## src/rtl/mult_div_unit_pkg.sv

```systemverilog
// Shared definitions for the iterative multiply/divide unit; the control unit
// also imports these to build its MFHI/MFLO/next-op stall.
package mult_div_unit_pkg;

   typedef enum logic [1:0] {
      MDU_MULT  = 2'b00,
      MDU_MULTU = 2'b01,
      MDU_DIV   = 2'b10,
      MDU_DIVU  = 2'b11
   } mdu_op_e;

   typedef enum logic [1:0] {
      IDLE = 2'b00,
      RUN  = 2'b01,
      DONE = 2'b10
   } mdu_state_e;

   function automatic logic is_signed_op(input mdu_op_e op);
      return (op == MDU_MULT) || (op == MDU_DIV);
   endfunction

   function automatic logic is_div_op(input mdu_op_e op);
      return (op == MDU_DIV) || (op == MDU_DIVU);
   endfunction

endpackage

```

## src/rtl/mdu_iter_core.sv

```systemverilog
// Unsigned one-bit-per-cycle datapath: shift-add multiply or restoring divide.
// Exposes the post-step accumulator/shift register so the last step can be latched directly.
module mdu_iter_core #(
   parameter int W = 32
) (
   input  logic         clk,
   input  logic         rst,
   input  logic         load,
   input  logic         step,
   input  logic         is_div,
   input  logic [W-1:0] a,
   input  logic [W-1:0] b,
   output logic         last,
   output logic [W-1:0] acc_nxt,
   output logic [W-1:0] sr_nxt
);
   localparam int CW = $clog2(W);

   logic [W-1:0]  acc, sr, dvs;
   logic          div_mode;
   logic [CW-1:0] cnt;
   logic [W:0]    sum, rsh;

   assign last = (cnt == CW'(W - 1));

   always_comb begin
      sum     = {1'b0, acc} + (sr[0] ? {1'b0, dvs} : '0);
      rsh     = {acc, sr[W-1]};
      acc_nxt = sum[W:1];
      sr_nxt  = {sum[0], sr[W-1:1]};
      if (div_mode) begin
         // restoring step: keep the shifted remainder unless the divisor fits
         if (rsh >= {1'b0, dvs}) begin
            acc_nxt = W'(rsh - {1'b0, dvs});
            sr_nxt  = {sr[W-2:0], 1'b1};
         end else begin
            acc_nxt = rsh[W-1:0];
            sr_nxt  = {sr[W-2:0], 1'b0};
         end
      end
   end

   always_ff @(posedge clk or posedge rst) begin
      if (rst) begin
         acc      <= '0;
         sr       <= '0;
         dvs      <= '0;
         div_mode <= 1'b0;
         cnt      <= '0;
      end else if (load) begin
         acc      <= '0;
         sr       <= a;
         dvs      <= b;
         div_mode <= is_div;
         cnt      <= '0;
      end else if (step) begin
         acc <= acc_nxt;
         sr  <= sr_nxt;
         cnt <= cnt + 1'b1;
      end
   end

endmodule

```

## src/rtl/mult_div_unit.sv

```systemverilog
// Iterative MULT/MULTU/DIV/DIVU with architectural HI/LO and start/busy/done handshake.
//   state | meaning
//   IDLE  | no operation, HI/LO writable via MTHI/MTLO
//   RUN   | WIDTH iteration cycles, busy=1, HI/LO frozen
//   DONE  | one cycle, done=1, HI/LO hold the new result; may accept the next start
module mult_div_unit
   import mult_div_unit_pkg::*;
#(
   parameter int WIDTH = 32
) (
   input  logic             clk,
   input  logic             rst,
   input  logic             start,
   input  logic [1:0]       op,
   input  logic [WIDTH-1:0] op_a,
   input  logic [WIDTH-1:0] op_b,
   input  logic             hi_we,
   input  logic             lo_we,
   input  logic [WIDTH-1:0] wr_data,
   output logic             busy,
   output logic             done,
   output logic             dbz,
   output logic [WIDTH-1:0] hi,
   output logic [WIDTH-1:0] lo
);
   mdu_state_e         state, state_nxt;
   mdu_op_e            op_e;
   logic               accept, last;
   logic               sa, sb, op_div, div_zero;
   logic               neg_q, neg_r, div_q, dbz_q;
   logic [WIDTH-1:0]   abs_a, abs_b, a_raw;
   logic [WIDTH-1:0]   core_hi, core_lo, res_hi, res_lo;
   logic [2*WIDTH-1:0] prod;

   always_comb begin
      op_e     = mdu_op_e'(op);
      sa       = is_signed_op(op_e) & op_a[WIDTH-1];
      sb       = is_signed_op(op_e) & op_b[WIDTH-1];
      abs_a    = sa ? -op_a : op_a;
      abs_b    = sb ? -op_b : op_b;
      op_div   = is_div_op(op_e);
      div_zero = op_div && (op_b == '0);
   end

   always_ff @(posedge clk or posedge rst) begin
      if (rst) state <= IDLE;
      else     state <= state_nxt;
   end

   always_comb begin
      state_nxt = state;
      busy      = 1'b0;
      done      = 1'b0;
      accept    = 1'b0;
      case (state)
         IDLE: begin
            accept = start;
            if (start) state_nxt = RUN;
         end
         RUN: begin
            busy = 1'b1;
            if (last) state_nxt = DONE;
         end
         DONE: begin
            done      = 1'b1;
            accept    = start;
            state_nxt = start ? RUN : IDLE;
         end
         default: state_nxt = IDLE;
      endcase
   end

   assign dbz = done & dbz_q;

   always_ff @(posedge clk or posedge rst) begin
      if (rst) begin
         div_q <= 1'b0;
         neg_q <= 1'b0;
         neg_r <= 1'b0;
         dbz_q <= 1'b0;
         a_raw <= '0;
      end else if (accept) begin
         div_q <= op_div;
         neg_q <= sa ^ sb;
         neg_r <= sa;
         dbz_q <= div_zero;
         a_raw <= op_a;
      end
   end

   mdu_iter_core #(.W(WIDTH)) u_core (
      .clk     (clk),
      .rst     (rst),
      .load    (accept),
      .step    (busy),
      .is_div  (op_div),
      .a       (abs_a),
      .b       (abs_b),
      .last    (last),
      .acc_nxt (core_hi),
      .sr_nxt  (core_lo)
   );

   // sign fix-up is applied to the final step's value so HI/LO load on DONE entry
   always_comb begin
      prod   = {core_hi, core_lo};
      if (neg_q) prod = -prod;
      res_hi = prod[2*WIDTH-1:WIDTH];
      res_lo = prod[WIDTH-1:0];
      if (dbz_q) begin
         res_hi = a_raw;
         res_lo = '1;
      end else if (div_q) begin
         res_hi = neg_r ? -core_hi : core_hi;
         res_lo = neg_q ? -core_lo : core_lo;
      end
   end

   always_ff @(posedge clk or posedge rst) begin
      if (rst) begin
         hi <= '0;
         lo <= '0;
      end else if (busy && last) begin
         hi <= res_hi;
         lo <= res_lo;
      end else if (!busy) begin
         if (hi_we) hi <= wr_data;
         if (lo_we) lo <= wr_data;
      end
   end

endmodule

```

## config.mk

```make
export PLATFORM = sky130hd
export DESIGN_NAME = mult_div_unit
export DESIGN_NICKNAME = d
export VERILOG_FILES = /design/src/rtl/mult_div_unit_pkg.sv /design/src/rtl/mdu_iter_core.sv /design/src/rtl/mult_div_unit.sv
export SDC_FILE = /design/constraint.sdc
export NUM_CORES = 1
export LEC_CHECK = 0
export CAP_MARGIN = 40
export CORE_UTILIZATION = 55
export CTS_BUF_LIST = sky130_fd_sc_hd__clkbuf_2 sky130_fd_sc_hd__clkbuf_4 sky130_fd_sc_hd__clkbuf_8
export CTS_CLUSTER_SIZE = 20
export DETAILED_ROUTE_END_ITERATION = 10
export PLACE_DENSITY = 0.78
export SYNTH_ARGS = -nofsm -noshare
export SYNTH_HDL_FRONTEND = slang
export SYNTH_SLANG_ARGS = --single-unit
```

## constraint.sdc

```tcl
create_clock -name clk -period 16.18 [get_ports clk]
set_input_delay 4.045 -clock clk [delete_from_list [all_inputs] [get_ports clk]]
set_output_delay 4.045 -clock clk [all_outputs]
set_load 0.02 [all_outputs]
```

-- After elaboration in Yosys (flattened, before gate mapping)
Cells that the tools add are included.
Widths: inputs -> output; s select.
- logic and storage cells: 80
- flip-flop bits (word level): 203
- output and inout port bits: 67
- muxes and demuxes: 33
- add/subtract/negate cells: 8
- reductions and logical operators: 14
- equality and inequality tests: 8
- order comparisons: 1
- bitwise logic cells: 4
- operator list (operator ; number):
    $mux 32 ; 22
    $neg 32->32 ; 4
    $mux 64 ; 1
    $neg 64->64 ; 1
    $add 32x32->33 ; 1
    $ge 33x32->1 ; 1
    $logic_not 32->1 ; 1
    $sub 32x32->32 ; 1
    $mux 5 ; 2
    $eq 2x2->1 const B ; 3
    $pmux 2 s3 ; 1
    $reduce_and 2->1 ; 3
    $reduce_bool 2->1 ; 3
    $add 5x1->5 const B ; 1
    $eq 5x5->1 const B ; 1
    $mux 1 ; 5
    $logic_not 2->1 ; 2
    $mux 2 ; 2
    $ne 2x2->1 const B ; 2
    $and 1x1->1 ; 3
    $eq 2x1->1 const B ; 1
    $logic_and 1x1->1 ; 2
    $logic_or 1x1->1 ; 2
    $ne 2x1->1 const B ; 1
    other kinds (2) ; 2

-- Longest topological paths before layout
- word-level depth: 8
- gate-level depth with buffers: 23

-- By module
From an unflattened synthesis, not the netlist that was laid out.
- cell total of the unflattened synthesis: 2086
- area total of the unflattened synthesis: 16743.6 µm²
- modules (own cells, without submodules) (module ; times used ; area each (µm²) ; seq. area each (µm²) ; cells an instance):
    mdu_iter_core ; 1 ; 9193.8 ; 2552.4 ; 1131
    mult_div_unit ; 1 ; 7549.7 ; 2552.4 ; 955

-- Least setup slack after synthesis
No wires, ideal clock.
- path kind: in2reg
- start: input op_a[8]
- end: register u_core.sr[23]
- stages on the path: 9
- required time: 16.047 ns
- setup time: 0.133 ns
- setup slack: 10.292 ns
- data arrival time: 5.755 ns
- cells stage by stage: nor3_1 -> nand2_1 -> nor4_1 -> nand2b_1 -> or2_2 -> nand2b_1 -> o41ai_1 -> xor2_1 -> o21ai_0
- word-level cells in the longest chain between the ends: 3
- RTL lines (what ; RTL line ; source):
    start: declaration ; mult_div_unit.sv:15 ; input logic [WIDTH-1:0] op_a,
    $neg 32->32 ; mult_div_unit.sv:39 ; abs_a = sa ? -op_a : op_a;
    $mux 32 ; mult_div_unit.sv:39 ;
    $mux 32 ; mdu_iter_core.sv:50 ; end else if (load) begin
    end signal: assignment ; mdu_iter_core.sv:58 ; sr <= sr_nxt;
    end: declaration ; mdu_iter_core.sv:19 ; logic [W-1:0] acc, sr, dvs;
No other way between the ends.
A chain may end at the register's enable or synchronous reset.

-- Worst setup path in the final report
- start: register u_core.acc[16]
- end: register hi[27]
- word-level cells in the longest chain between the ends: 8
- elaborated cells on any way between the ends: 14
- classes of those cells: add/sub: 4; order compare: 1; mux: 9
- RTL lines (what ; RTL line ; source):
    start: declaration ; mdu_iter_core.sv:19 ;
    start signal: assignment ; mdu_iter_core.sv:57 ; acc <= acc_nxt;
    $sub 32x32->32 or $ge 33x32->1 (tied branches) ; mdu_iter_core.sv:34, mdu_iter_core.sv:33 ;
    $mux 32 or $mux 1 (tied branches) ; mdu_iter_core.sv:33 ; if (rsh >= {1'b0, dvs}) begin
    $mux 32 ; mdu_iter_core.sv:31 ; if (div_mode) begin
    $neg 64->64 or $neg 32->32 (tied branches) ; mult_div_unit.sv:107, mult_div_unit.sv:114 ;
    $mux 64 or $mux 32 (tied branches) ; mult_div_unit.sv:107, mult_div_unit.sv:114 ;
    $mux 32 * ; mult_div_unit.sv:113 ; end else if (div_q) begin
    $mux 32 * ; mult_div_unit.sv:110 ; if (dbz_q) begin
    $mux 32 * ; mult_div_unit.sv:123 ; end else if (busy && last) begin
    end signal: assignment ; mult_div_unit.sv:124 ; hi <= res_hi;
    end signal: assignment ; mult_div_unit.sv:127 ; if (hi_we) hi <= wr_data;
    end: declaration ; mult_div_unit.sv:23 ; output logic [WIDTH-1:0] hi,
Mark *: on every way between the ends. The rest lies on a longest branch, timed or not.

==> results_dict.tcl <==
set metrics [dict create \
    via_per_inst 6.61 \
    cp_max_fo 18 \
    worst_pin_slew_ps 982 \
    ant_nets 0 \
    synth_xor_xnor_area_share 0.0827 \
    critical_path_class "register to register" \
    dp_hpwl_mm 46.5 \
    skew_ps 34.7 \
    placedCellCount 2572 \
    synth_flop_cell "dfrtp_1" \
    vias 17444 \
    fillCellCount 2511 \
    post_cts_buffers 0 \
    h-tree-depth 2 \
    synthesis.area_um2 16400 \
    relSlewSlack 0.344 \
    routedWlPerCell_um 23.3 \
    cp-start-kind "register" \
    syn_nets 2280 \
    arrival_ps 6810 \
    grt_pass1_vias 15921 \
    finalCritPeriodShare 0.396 \
    area_growth_syn_to_layout_pct 17.9 \
    outcome "complete, no violations" \
    netlist_instances 2105 \
    core-area_um2 29000 \
    period_needed_ps 6410 \
    yosys-top-cells-area "dfrtp_1, nand2_1, o21ai_0, ha_1, xnor2_1" \
    ctsResizeCount 0 \
    endpoint_kind "register" \
    setup_violations 0 \
    tritoncts "done" \
    yosysWarnings 0 \
    cts.clk_slew.worst_paths_ps 70 \
    port_buffers 169 \
    die_y_um 175 \
    cts_buffers 39 \
    antenna_found_initial 3 \
    clockRootBuffer "clkbuf_8" \
    clock_latency_ps 550 \
    yosysTopAreaCellShare 0.309 \
    final_core_util 0.667 \
    grt_max_degree 122 \
    drc 0 \
    ys_ff_latch 203 \
    clkSinkCount 203 \
    pin_count 170 \
    synthAdderAreaFrac 0.0558 \
    rsz0062_at_grt "false" \
    dr.pass1.iters 6 \
    globalplace.congestion 1.02 \
    synth-edff-count 0 \
    finalNonFillerCells 2641 \
    grt_pass1_wl_mm 94.1 \
    drive_gt1_frac 0.0621 \
    overflow 0 \
    cts_buffer_depth 3 \
    drt_first_iter_violations 2496 \
    synth-simple-area-share 0.221 \
    grt_usage 0.398 \
    rows 62 \
    max_cap_violations 0 \
    hold_ws_ps 478 \
    initial_core_util 0.566 \
    postSynthAreaPerCell_um2 7.80 \
    finalMaxSlewViolations 0 \
    die_width_um 175 \
    wirelength_mm 61.6 \
    cp.required_ps 16570 \
    yosysUniqueCellTypes 83 \
    synthMuxAreaShare 0.0327 \
    final.setup.tns_ps 0 \
    synth_top_family_by_area "compound AO/OA/AOI/OAI gates" \
    hp-class "register to register" \
    layout.nets 2404 \
    hold_buffers 0 \
    async_reset_ff_frac 1.00 \
    yosysSeqAreaShare 0.309 \
    synth_top_area_cell "dfrtp_1" \
    finalHoldViolations 0 \
    dieArea_um2 30500 \
    fmax_mhz 156 \
    synth_compound_area_frac 0.254 \
]
final cells by class:
| cell class | instances | area (um^2) | share of cell area |
|---|---|---|---|
| Antenna cell | 2 | 5.00 | 0.000259 |
| Clock buffer | 62 | 766 | 0.0396 |
| Clock inverter | 5 | 31.3 | 0.00162 |
| Inverter | 68 | 263 | 0.0136 |
| Multi-Input combinational cell | 1710 | 10600 | 0.550 |
| Sequential cell | 203 | 5080 | 0.263 |
| Tap cell | 384 | 480 | 0.0248 |
| Timing Repair Buffer | 207 | 2090 | 0.108 |
placed cells by master, fill, tap and decap left out, drive strengths merged, types with 12 or more instances in the layout:
master         instances
a22o                  21
a211oi                16
and3                  15
dfrtp                203
a21oi                133
nand2b                27
nand3                 37
ha                    70
clkdlybuf4s50        169
o21a                  16
nand2                355
nor2                 105
nor2b                 18
and2                  47
inv                   69
o31ai                 12
a31oi                 42
o21ai                225
nor4                  18
nor3                  58
a21o                  32
xnor2                 85
buf                   37
or3                   21
o22ai                 41
clkbuf                62
nand4                 22
mux2i                 48
o211ai                39
xor2                  70
per-stage QoR:
stage / worst slack [ps] / instance area (um^2)
3_3_place_gp: 9590 / 18300
5_1_grt: 9600 / 19400
6_report: 9770 / 19400
4_1_cts: 10010 / 19400
2_1_floorplan: 6600 / 16400
3_5_place_dp: 9480 / 18600
metal layers:
metal | up-vias | GRT usage | share of wire
li1 | 7859 | - | -
met2 | 1095 | 0.560 | 0.41
met5 | - | 0 | 0.00019
met1 | 8365 | 0.597 | 0.44
met3 | 123 | 0.0936 | 0.13
met4 | 2 | 0.119 | 0.030
final timing paths:
path | startpoint | endpoint | slack (ps) | depth (start not counted)
hold / removal | lo[2] | lo[2] | 480 | 2
hold reg to reg | lo[2] | lo[2] | 480 | 2
min in group asynchronous | rst | u_core.acc[10] | 3790 | 2
setup / recovery | u_core.acc[16] | hi[27] | 9770 | 15
max in group asynchronous | rst | u_core.div_mode | 11470 | 3
setup reg to reg | u_core.acc[16] | hi[27] | 9770 | 15
flip-flops by register name, summed over array words and instances (netlist names):
| name | flops |
|---|---|
| u_core.sr | 32 |
| dbz_q | 1 |
| u_core.cnt | 5 |
| hi | 32 |
| a_raw | 32 |
| lo | 32 |
| state | 2 |
| u_core.dvs | 32 |
| neg_q | 1 |
| u_core.acc | 32 |
| u_core.div_mode | 1 |
| neg_r | 1 |
worst max-delay path, stage by stage, from the launching register on:
cell,delay (ps)
dfrtp_1,480
ha_1,510
nand2_1,150
or3_1,440
or4_4,460
or2_1,300
and2_1,450
nand2_1,650
buf_4,370
o221ai_1,330
a211oi_1,740
nand3_1,260
nor3b_1,500
a21oi_1,150
xnor2_1,310
a211oi_1,130
cells by family (layout without fill, tap and decap cells):
logic type	after synthesis	count (layout)
AOI/OAI and AO/OA	667	667
xor gates and xnor gates	155	155
adders and majority gates	72	72
buffers and inverters	192	342
DFF	203	203
muxes	53	53
other	0	2
and+or+nand+nor	763	763
synth_stat cells (21+ instances only):
library cell  instances
nand2_1             354
o21ai_0             208
dfrtp_1             203
a21oi_1             133
nor2_1              104
clkbuf_1             99
xnor2_1              85
ha_1                 70
xor2_1               70
inv_1                66
nor3_1               57
mux2i_1              48
and2_1               47
a31oi_1              42
o22ai_1              41
o211ai_1             39
nand3_1              37
a21o_1               32
nand2b_1             27
a22o_1               21
or3_1                21
Power is not shown: default switching activity piles up to over one toggle a cycle in this logic, so the estimate is an artifact.
